File: src/rtl/ddr_avalon_responder.sv
// Arbitrates the camera write and display read channels onto single-word Avalon-MM commands.
// Optional statistics outputs are enabled by defining DDR_RESPONDER_STATS_EN.
module ddr_avalon_responder #(
  parameter int unsigned ADDR_SHIFT      = 2,
  parameter int unsigned MAX_OUTSTANDING = 8,
  parameter int unsigned WR_STARVE_LIMIT = 16
) (
  input  logic        sys_clk,
  input  logic        sys_rst_n,
  input  logic [31:0] DDR_WRITE_ADDR,
  input  logic [31:0] DDR_WRITE_DATA,
  input  logic        DDR_WRITE_REQ,
  output logic        DDR_WRITE_READY,
  input  logic [31:0] DDR_READ_ADDR,
  input  logic        DDR_READ_REQ,
  output logic        DDR_READ_READY,
  output logic [31:0] DDR_READ_DATA,
  output logic        DDR_READ_DATA_VALID,
  output logic [31:0] avm_address,
  output logic        avm_write,
  output logic [31:0] avm_writedata,
  output logic [3:0]  avm_byteenable,
  output logic        avm_read,
  input  logic        avm_waitrequest,
  input  logic [31:0] avm_readdata,
  input  logic        avm_readdatavalid
`ifdef DDR_RESPONDER_STATS_EN
  ,
  output logic [31:0] stat_wr_cnt,
  output logic [31:0] stat_rd_cnt,
  output logic [31:0] stat_stall_cnt
`endif
);

  localparam int unsigned SW = $clog2(WR_STARVE_LIMIT + 1);

  typedef enum logic [1:0] {SLOT_EMPTY, SLOT_WR_PEND, SLOT_RD_PEND} slot_t;

  slot_t         slot;
  logic [3:0]    outstanding;
  logic [4:0]    outstanding_next;
  logic [SW-1:0] starve;
  logic          slot_free;
  logic          rd_issue;
  logic          rd_return;
  logic          rd_ok;
  logic          starved;
  logic          wr_ready;
  logic          rd_ready;

  assign avm_byteenable  = 4'hF;
  assign DDR_WRITE_READY = wr_ready;
  assign DDR_READ_READY  = rd_ready;

  // Ready is masked by reset so both channels stay quiet while reset is held.
  always_comb begin
    slot_free        = (slot == SLOT_EMPTY) || !avm_waitrequest;
    rd_issue         = (slot == SLOT_RD_PEND) && !avm_waitrequest;
    rd_return        = avm_readdatavalid && (outstanding != '0);
    outstanding_next = {1'b0, outstanding} + {4'b0, rd_issue};
    rd_ok            = DDR_READ_REQ && (outstanding_next < 5'(MAX_OUTSTANDING));
    starved          = DDR_WRITE_REQ && (starve == SW'(WR_STARVE_LIMIT));
    rd_ready         = sys_rst_n && slot_free && rd_ok && !starved;
    wr_ready         = sys_rst_n && slot_free && DDR_WRITE_REQ && !rd_ready;
  end

  always_ff @(posedge sys_clk or negedge sys_rst_n) begin
    if (!sys_rst_n) begin
      slot          <= SLOT_EMPTY;
      avm_write     <= 1'b0;
      avm_read      <= 1'b0;
      avm_address   <= '0;
      avm_writedata <= '0;
    end else if (slot_free) begin
      if (wr_ready) begin
        slot          <= SLOT_WR_PEND;
        avm_write     <= 1'b1;
        avm_read      <= 1'b0;
        avm_address   <= DDR_WRITE_ADDR << ADDR_SHIFT;
        avm_writedata <= DDR_WRITE_DATA;
      end else if (rd_ready) begin
        slot        <= SLOT_RD_PEND;
        avm_write   <= 1'b0;
        avm_read    <= 1'b1;
        avm_address <= DDR_READ_ADDR << ADDR_SHIFT;
      end else begin
        slot      <= SLOT_EMPTY;
        avm_write <= 1'b0;
        avm_read  <= 1'b0;
      end
    end
  end

  always_ff @(posedge sys_clk or negedge sys_rst_n) begin
    if (!sys_rst_n) begin
      outstanding <= '0;
    end else begin
      case ({rd_issue, rd_return})
        2'b10:   outstanding <= outstanding + 4'd1;
        2'b01:   outstanding <= outstanding - 4'd1;
        default: outstanding <= outstanding;
      endcase
    end
  end

  always_ff @(posedge sys_clk or negedge sys_rst_n) begin
    if (!sys_rst_n) begin
      starve <= '0;
    end else if (!DDR_WRITE_REQ || wr_ready) begin
      starve <= '0;
    end else if (starve != SW'(WR_STARVE_LIMIT)) begin
      starve <= starve + 1'b1;
    end
  end

  always_ff @(posedge sys_clk or negedge sys_rst_n) begin
    if (!sys_rst_n) begin
      DDR_READ_DATA       <= '0;
      DDR_READ_DATA_VALID <= 1'b0;
    end else begin
      DDR_READ_DATA_VALID <= rd_return;
      if (rd_return) DDR_READ_DATA <= avm_readdata;
    end
  end

`ifdef DDR_RESPONDER_STATS_EN
  always_ff @(posedge sys_clk or negedge sys_rst_n) begin
    if (!sys_rst_n) begin
      stat_wr_cnt    <= '0;
      stat_rd_cnt    <= '0;
      stat_stall_cnt <= '0;
    end else begin
      if (wr_ready) stat_wr_cnt <= stat_wr_cnt + 32'd1;
      if (rd_ready) stat_rd_cnt <= stat_rd_cnt + 32'd1;
      if ((slot != SLOT_EMPTY) && avm_waitrequest) stat_stall_cnt <= stat_stall_cnt + 32'd1;
    end
  end
`endif

endmodule
File: config.mk
export PLATFORM = sky130hd
export DESIGN_NAME = ddr_avalon_responder
export DESIGN_NICKNAME = d
export VERILOG_FILES = /design/src/rtl/ddr_avalon_responder.sv
export SDC_FILE = /design/constraint.sdc
export NUM_CORES = 1
export LEC_CHECK = 0
export CAP_MARGIN = 30
export CORE_MARGIN = 2
export CORE_UTILIZATION = 31
export CTS_CLUSTER_DIAMETER = 60
export DETAILED_ROUTE_END_ITERATION = 8
export PLACE_DENSITY = 0.67
export SYNTH_ARGS = -nofsm -noshare
export SYNTH_HDL_FRONTEND = slang
export SYNTH_SLANG_ARGS = --single-unit
File: constraint.sdc
create_clock -name sys_clk -period 7.04 [get_ports sys_clk]
set_input_delay 2.112 -clock sys_clk [delete_from_list [all_inputs] [get_ports sys_clk]]
set_output_delay 2.112 -clock sys_clk [all_outputs]
set_load 0.02 [all_outputs]
==> qor.yml <==
io_buffers: 228
hold_buffers: 0
peakVddDrop_mv: 0.151
numCtsBuffers: 9
clock_path_buffers: 2
initial_utilization_pct: 31.5
rr_startpoint: "starve[0]$_DFFE_PN0P_"
postLayoutCellArea_mm2: 0.00729
worst_ep_arrival_time_ps: 4270
first_pass_iters: 4
synthArstFlopShare_pct: 100
first_global_vias: 4154
cts_resized: 0
rr_worst_depth: 7
area_delta_synth_final_pct: 59.6
finalHoldViolations: 0
cap_violations: 0
die_width_um: 125
drc: 0
crit_type: "in2out"
post_dp_cell_area_mm2: 0.00698
antenna_found_initial: 0
finalNetCount: 771
drt_iter0_markers: 233
n_fill_cell: 1310
maxSlewViolCount: 0
cts_setup_buffers: 0
synth_flop_cell: "dfrtp_1"
fp.dieH_um: 125
syn_area_mm2: 0.00457
syn-instance-count: 410
track_usage_pct: 16.8
clock_sinks: 106
postLayoutCoreUtil_pct: 50.3
worst_slew_pin_slew_ps: 726
diodes: 0
hp-class: "reg2reg"
wire_per_inst_um: 16.1
htreeDepth: 3
ys_ff_latch: 106
r2r_slack_ps: 4100
rows: 44
yosys_warnings: 0
grt-ovfl-total: 0
fin_tns_setup_ps: 0
crit_end: "DDR_WRITE_READY"
fin_crit_ps: 6380
clkTransAtPathRegs_ps: 60
status: "finished clean"
start_kind: "primary input"
p_leak_nw: 3.27
yosys.cell_types.count: 33
finalClockSkew_ps: 7.59
finalHoldWorstSlack_ps: 477
slew_headroom_pct: 51.6
drt-vias-per-instance: 4.79
cts_tree: "built"
r2r_end: "avm_writedata[17]$_DFFE_PN0P_"
fin_crit_sh_pct: 90.6
regArea_mm2: 0.00265
wl_um: 13200
clkLatencyLatePin_ps: 340
setup_violations: 0
worstPathRequired_ps: 4930
hpwlAfterDp_um: 9610
root_buffer: "clkbuf_16"
multi_input_area_mm2: 0.00169
dieArea_mm2: 0.0157
ant_nets: 0
p_per_area_mw_per_mm2: 371
grt_start_max_net_pins: 60
drive_above_1_share_pct: 4.41
grt_pass1_wl_um: 21200
coreArea_mm2: 0.0145
rsz0062_at_grt: "no"
synth_area_per_cell_um2: 11.1
worstSetupStartpoint: "avm_waitrequest"
yosysSeqAreaShare_pct: 58.1
pin_count: 239
crit_fanout: 10
route.vias.total: 3923
synth_edf_count: 0
place.gp.congestion: 0.861
cp-end-kind: "primary output"
max_freq_mhz: 157
==> per-stage QoR <==
step,power (mW),setup WS [ps],cells
5_1_grt,2.86,505,819
6_report,2.70,659,819
4_1_cts,2.74,673,819
3_5_place_dp,2.21,671,804
2_1_floorplan,1.57,1820,414
3_3_place_gp,2.17,685,804
==> state kept, by name (all words and copies together), names as in the netlist <==
signal / cells
DDR_READ_DATA_VALID: 1
avm_address: 30
slot: 1
avm_writedata: 32
avm_read: 1
starve: 5
DDR_READ_DATA: 32
outstanding: 4
==> worst max-delay path, cell delays in order <==
cell and delay (ps):
clkdlybuf4s50_1 460, nor3b_1 410, a211o_1 380, and3_2 250, clkdlybuf4s50_1 650
==> synthesized netlist by cell type, types with 3 or more instances <==
library cell | n | area share, %
a21o_1 | 3 | 0.49
a21oi_1 | 21 | 2.3
a221o_1 | 21 | 4.6
and3_1 | 23 | 3.2
buf_4 | 6 | 0.99
buf_6 | 7 | 1.7
clkbuf_1 | 18 | 1.5
dfrtp_1 | 106 | 58
ha_1 | 5 | 1.4
inv_1 | 17 | 1.4
mux2_1 | 32 | 7.9
nand2_1 | 98 | 8.1
nor2_1 | 3 | 0.25
nor3_1 | 4 | 0.44
o21ai_0 | 12 | 1.3
o32ai_1 | 9 | 1.7
xnor2_1 | 4 | 0.77
xor2_1 | 3 | 0.58
==> cell type report <==
cell class	count	share of cell area, %
clock buffer	13	3.71
multi-input combinational	260	23.2
sequential	106	36.4
clock inverter	2	0.481
timing repair buffer	237	32.2
inverter	17	0.875
tap	184	3.16
==> power by group <==
| group | total (mW) | internal (mW) | leakage, nW | switching, mW |
|---|---|---|---|---|
| logic | 1.22 | 0.606 | 1.83 | 0.610 |
| registers | 0.974 | 0.836 | 1.29 | 0.138 |
| clock network | 0.513 | 0.303 | 0.152 | 0.211 |
| total | 2.70 | 1.75 | 3.27 | 0.958 |
==> worst min-delay path by stage <==
stage / cells past startpoint / endpoint / startpoint / slack [ps]
CTS: 2 / DDR_READ_DATA[0]$_DFFE_PN0P_ / DDR_READ_DATA[0]$_DFFE_PN0P_ / 490
finish: 2 / DDR_READ_DATA[18]$_DFFE_PN0P_ / DDR_READ_DATA[18]$_DFFE_PN0P_ / 480
global placement: 2 / DDR_READ_DATA[31]$_DFFE_PN0P_ / DDR_READ_DATA[31]$_DFFE_PN0P_ / 460
floorplan: 1 / outstanding[3]$_DFFE_PN0P_ / outstanding[3]$_DFFE_PN0P_ / 480
global route: 2 / DDR_READ_DATA[15]$_DFFE_PN0P_ / DDR_READ_DATA[15]$_DFFE_PN0P_ / 510
detailed placement: 2 / DDR_READ_DATA[30]$_DFFE_PN0P_ / DDR_READ_DATA[30]$_DFFE_PN0P_ / 460
==> kinds of logic after synthesis <==
family	synth area share (%)
and+or+nand+nor	13.4
DFF	58.1
AOI/OAI and AO/OA	11.5
buffers and inverters	5.59
muxes	8.11
xor gates and xnor gates	1.34
adders and majority gates	1.81
other	0.164
==> routing by layer <==
| metal | wire length, um | GRT usage [%] | up-vias |
|---|---|---|---|
| li1 | - | - | 1840 |
| met1 | 5490 | 20.0 | 1927 |
| met2 | 6710 | 29.8 | 144 |
| met3 | 766 | 3.98 | 12 |
| met4 | 191 | 5.36 | 0 |
| met5 | 0 | 0 | - |
==> cells in the final DEF (no fill, tap or decap), types with 3 or more instances in the layout <==
cell type,n
clkbuf_16,9
nand2_1,98
o21ai_0,11
clkdlybuf4s50_1,227
buf_4,10
inv_1,17
a21oi_1,20
xnor2_1,4
conb_1,6
clkbuf_8,3
a21o_1,3
dfrtp_1,106
xor2_1,3
ha_1,5
and3_1,22
nor3_1,4
o32ai_1,9
a221o_1,21
mux2_1,32
nor2_1,3
Note: power is estimated with default switching activity, not from simulation.
